`config.mk`:
```
export PLATFORM = sky130hd
export DESIGN_NAME = store_buffer_align
export DESIGN_NICKNAME = d
export VERILOG_FILES = /design/src/rtl/store_buffer_align_pkg.sv /design/src/rtl/store_buffer_align_align.sv /design/src/rtl/store_buffer_align.sv
export SDC_FILE = /design/constraint.sdc
export NUM_CORES = 1
export LEC_CHECK = 0
export BUFFER_PORTS_ARGS = -buffer_cell sky130_fd_sc_hd__buf_2
export CAP_MARGIN = 20
export CORE_MARGIN = 3
export CORE_UTILIZATION = 54
export DETAILED_ROUTE_END_ITERATION = 6
export HOLD_SLACK_MARGIN = 0.03
export PLACE_DENSITY_LB_ADDON = 0.2
export SLEW_MARGIN = 20
export SYNTH_ARGS = -nofsm -noshare
export SYNTH_HDL_FRONTEND = slang
export SYNTH_SLANG_ARGS = --single-unit
```
`constraint.sdc`:
```
create_clock -name CPU_CLK -period 6.9 [get_ports CPU_CLK]
set_input_delay 1.38 -clock CPU_CLK [delete_from_list [all_inputs] [get_ports CPU_CLK]]
set_output_delay 1.38 -clock CPU_CLK [all_outputs]
set_load 0.005 [all_outputs]
```
`src/rtl/store_buffer_align_pkg.sv`:
```
// Shared store-side definitions: store widths, byte-enable masks and the
// layout of one store-buffer entry.
package store_buffer_align_pkg;

  // Store width encoding as produced by the decoder (2'b11 is reserved)
  typedef enum logic [1:0] {
    ST_B    = 2'b00,
    ST_H    = 2'b01,
    ST_W    = 2'b10,
    ST_RSVD = 2'b11
  } st_type_e;

  localparam logic [3:0] BE_NONE = 4'b0000;
  localparam logic [3:0] BE_B0   = 4'b0001;
  localparam logic [3:0] BE_H0   = 4'b0011;
  localparam logic [3:0] BE_H1   = 4'b1100;
  localparam logic [3:0] BE_W    = 4'b1111;

  // One pending write: word address, lane-replicated data and byte mask
  typedef struct packed {
    logic [29:0] word;
    logic [31:0] data;
    logic [3:0]  be;
  } sb_entry_t;

  // Rebuild the byte address of a stored word
  function automatic logic [31:0] word_to_addr(input logic [29:0] word);
    return {word, 2'b00};
  endfunction

endpackage

```
`src/rtl/store_buffer_align_align.sv`:
```
// Store alignment: turns a store width, the low address bits and rs2 into a
// byte-enable mask, lane-replicated write data and a misalignment flag.
module store_align
  import store_buffer_align_pkg::*;
(
  input  logic [1:0]  st_type,
  input  logic [1:0]  offset,
  input  logic [31:0] data,
  output logic [3:0]  be,
  output logic [31:0] wdata,
  output logic        misaligned
);

  // Decode the mask and replicate the significant bytes into every lane
  always_comb begin
    be         = BE_NONE;
    wdata      = data;
    misaligned = 1'b0;
    case (st_type)
      ST_B: begin
        be    = BE_B0 << offset;
        wdata = {4{data[7:0]}};
      end
      ST_H: begin
        be         = offset[1] ? BE_H1 : BE_H0;
        wdata      = {2{data[15:0]}};
        misaligned = offset[0];
      end
      default: begin
        be         = BE_W;
        wdata      = data;
        misaligned = (offset != 2'b00);
      end
    endcase
  end

endmodule

```
`src/rtl/store_buffer_align.sv`:
```
// MEM-stage store buffer: aligns SB/SH/SW requests, queues them in a small
// FIFO, drains them to Data Memory in order and flags load/store word hazards.
module store_buffer_align
  import store_buffer_align_pkg::*;
#(
  parameter int DEPTH = 2,
  parameter int PTR_W = 1
) (
  input  logic        CPU_CLK,
  input  logic        CPU_RST,
  input  logic        st_valid,
  input  logic [1:0]  st_type,
  input  logic [31:0] st_addr,
  input  logic [31:0] st_data,
  output logic        st_ready,
  output logic        misalign_exc,
  input  logic        ld_check_valid,
  input  logic [31:0] ld_check_addr,
  output logic        ld_hazard,
  output logic        mem_wvalid,
  output logic [31:0] mem_waddr,
  output logic [31:0] mem_wdata,
  output logic [3:0]  mem_wbe,
  input  logic        mem_wready,
  output logic        buf_empty
);

  localparam logic [PTR_W:0] FULL_COUNT = (PTR_W+1)'(DEPTH);

  sb_entry_t        entries [DEPTH];
  logic [DEPTH-1:0] valid;
  logic [PTR_W-1:0] wr_ptr;
  logic [PTR_W-1:0] rd_ptr;
  logic [PTR_W:0]   count;

  logic [3:0]  al_be;
  logic [31:0] al_data;
  logic        al_misaligned;
  logic        full;
  logic        empty;
  logic        accept;
  logic        enq;
  logic        deq;
  logic        ld_offset_unused;

  // Only the word part of a load address takes part in the hazard compare
  assign ld_offset_unused = ^ld_check_addr[1:0];

  store_align u_align (
    .st_type    (st_type),
    .offset     (st_addr[1:0]),
    .data       (st_data),
    .be         (al_be),
    .wdata      (al_data),
    .misaligned (al_misaligned)
  );

  assign full     = (count == FULL_COUNT);
  assign empty    = (count == '0);
  assign st_ready = !full;
  assign accept   = st_valid && st_ready;
  assign enq      = accept && !al_misaligned;
  assign deq      = !empty && mem_wready;

  // The write port always presents the head slot; storage is cleared on reset
  assign mem_wvalid = !empty;
  assign buf_empty  = empty;
  assign mem_waddr  = word_to_addr(entries[rd_ptr].word);
  assign mem_wdata  = entries[rd_ptr].data;
  assign mem_wbe    = entries[rd_ptr].be;

  // Queue state: enqueue at the tail, retire at the head, pulse misalign
  always_ff @(posedge CPU_CLK) begin
    if (CPU_RST) begin
      wr_ptr       <= '0;
      rd_ptr       <= '0;
      count        <= '0;
      valid        <= '0;
      misalign_exc <= 1'b0;
      for (int i = 0; i < DEPTH; i++) begin
        entries[i] <= '0;
      end
    end else begin
      misalign_exc <= accept && al_misaligned;
      if (deq) begin
        valid[rd_ptr] <= 1'b0;
        rd_ptr        <= rd_ptr + PTR_W'(1);
      end
      if (enq) begin
        entries[wr_ptr] <= '{word: st_addr[31:2], data: al_data, be: al_be};
        valid[wr_ptr]   <= 1'b1;
        wr_ptr          <= wr_ptr + PTR_W'(1);
      end
      case ({enq, deq})
        2'b10:   count <= count + (PTR_W+1)'(1);
        2'b01:   count <= count - (PTR_W+1)'(1);
        default: count <= count;
      endcase
    end
  end

  // Word-address match against every pending entry, head included
  always_comb begin
    ld_hazard = 1'b0;
    for (int i = 0; i < DEPTH; i++) begin
      if (valid[i] && (entries[i].word == ld_check_addr[31:2])) begin
        ld_hazard = 1'b1;
      end
    end
    ld_hazard = ld_hazard && ld_check_valid;
  end

  // The reserved width code should never reach the buffer
  assert property (@(posedge CPU_CLK) disable iff (CPU_RST)
                   st_valid |-> (st_type != ST_RSVD));

endmodule
```
==> results.yml <==
yosys:
  yosysSeqAreaShare: 0.596
  synthFlopType: "edfxtp_1"
  synth_edf_count: 132
  netlist-cell-type-count: 33
  syn_inst: 532
  yosys_warnings: 0
  synth_top_area_frac: 0.573
  async_flop_share: 0
  synth.largest_area_cell: "edfxtp_1"
  synth.area.top_cells: "edfxtp_1 (57%), mux2_2 (11%), xnor2_1 (5.1%)"
  avgSynthCellArea_sq_um: 13.0
  synthesis.area_sq_mm: 0.00692
  ys_ff_latch: 140
status:
  status: "finished clean"
timing:
  period_share: 0.591
  finClkSkew_ns: 0.00645
  drv_slew: 0
  period_minus_slack_ns: 4.08
  final.setup.tns_ns: 0
  setup_viol: 0
  max_freq_mhz: 245
  slew_headroom: 0.284
  rsz0062_at_grt: "no"
  fin_ws_ns: 2.82
  finalHoldViolations: 0
  worstMarginPinSlew_ns: 1.07
clock_network:
  cts.sinks: 140
  cts_buffer_depth: 2
  ctsResizeCount: 0
  cts_tree: "yes"
  post_cts_buffers: 0
  htree_levels: 4
  clkTransAtPathRegs_ns: 0.05
  cts_made_buffers: 17
  root_buffer: "clkbuf_16"
  worstSkewPairLatency_ns: 0.42
  ctsHoldBuffers: 0
layout:
  final_core_util: 0.696
  n_fill_cell: 903
  num_antenna_cells: 0
  num-nets-final: 801
  design_area_sq_mm: 0.00853
  final_layout_size_suffix_gt1_frac: 0.396
  syn_to_final_growth_pct: 23.2
floorplanning:
  rows: 40
  coreArea_sq_mm: 0.0123
  dieArea_sq_mm: 0.0142
  io_pins: 176
  start_util: 0.564
  fp.dieH_um: 119
  fp.dieW_um: 119
placement:
  placed_cell_area_sq_mm: 0.00794
  io_buffers: 171
  place_ws_ns: 2.52
  place_hpwl_mm: 11.0
  finalWeightedCongestion: 0.822
global_route:
  grt_max_degree: 67
  grt_overflow: 0
  antenna_found_initial: 0
  grt_pass1_vias: 4865
  grt_pass1_wl_mm: 25.2
  grt.total_usage: 0.232
worst_setup_path:
  crit_arrival_ns: 2.70
  crit_type: "input pin to output port"
  worstPathMaxFanout: 2
  end_kind: "output port"
  r2r_slack_ns: 4.17
  crit_required_ns: 5.52
  startpoint_type: "input pin"
routing:
  first_iter_violations: 421
  wl_per_cell_um: 18.5
  final_antenna_net_count: 0
  finalWirelength_mm: 16.2
  vias_per_cell: 5.37
  dr.pass1.iters: 5
  drcViolationCount: 0
  dr_total_vias: 4718
pwr:
  leakagePower_uw: 0.00368
  power_density_mw_per_mm2: 299
  ir_drop_mv: 0.174
job:
  maxCapViolations: 0
hold_path:
  hold_class: "register to register"
worst max-delay path, cell delays in order:
cell and delay, ns:
buf_2 0.12, xnor2_1 0.16, nand4_1 0.14, nor4_1 0.46
nand4_1 0.13, a21boi_0 0.18, buf_2 0.13
power breakdown:
group / switching (uW) / internal [uW] / total (uW)
Combinational: 275 / 289 / 564
Clock: 320 / 575 / 895
Sequential: 62.3 / 1030 / 1090
Total: 658 / 1890 / 2550
synthesized netlist by cell type, drive strengths merged, types with 2 or more instances:
master    n
edfxtp  132
mux2i    24
nand2b    4
mux2     66
and2     39
xor2     24
nand4    12
dfxtp     8
and3     38
or3       2
nor4      9
inv       2
buf       8
nand3b    2
a21oi    14
or2       2
nor2     70
clkbuf   24
xnor2    40
nand2     5
final cells by class:
cell class	instances	area, sq um	area share
repair buffers	177	921	0.108
inverters	2	7.51	0.000880
multi-input cells	359	2670	0.314
well taps	168	210	0.0246
clock inverters	8	88.8	0.0104
clock buffers	24	502	0.0588
flip-flops and latches	140	4130	0.484
cells by family after synthesis:
family | share of synthesized area
mux | 0.142
compound gates | 0.0161
simple gates | 0.140
buf+inv | 0.0221
fa+ha+maj | 0.00181
xor+xnor | 0.0810
flops | 0.596
other cells | 0.000542
placed cells by master (no fill, tap or decap), drive strengths merged, types with 4 or more instances in the layout:
cell type / Yosys / final
and3: 38 / 38
clkinv: 0 / 6
xor2: 24 / 24
xnor2: 40 / 40
a21oi: 14 / 14
nor2: 70 / 70
and2: 39 / 39
nor4: 9 / 9
buf: 8 / 177
mux2i: 24 / 24
nand4: 12 / 12
mux2: 66 / 66
clkbuf: 24 / 24
nand2b: 4 / 4
edfxtp: 132 / 132
nand2: 5 / 5
dfxtp: 8 / 8
registers in the layout (all words and copies together), names as in the netlist, named ones only:
| register | flops |
|---|---|
| wr_ptr | 1 |
| rd_ptr | 1 |
| valid | 2 |
| entries | 132 |
| count | 2 |
| misalign_exc | 1 |
final timing paths:
check	from	end	depth (start not counted)
setup reg to reg	count[0]	entries[1][31]	6
hold / removal	valid[1]	valid[1]	2
hold reg to reg	valid[1]	valid[1]	2
setup / recovery	ld_check_addr[5]	ld_hazard	7
metal layers:
metal	global-route usage	routed length [um]	vias up
li1	-	-	2245
met1	0.286	6350	2273
met2	0.402	8380	180
met3	0.0594	1260	20
met4	0.0717	236	0
met5	0	0	-
through the flow:
step	power, uW	std cells	hold WS, ns
3_3_place_gp	1660	845	0.478
3_5_place_dp	1670	846	0.493
4_1_cts	2570	878	0.504
6_report	2550	878	0.510
5_1_grt	2660	878	0.541
2_1_floorplan	1430	533	0.447
Power figures use the tool's default switching activity.
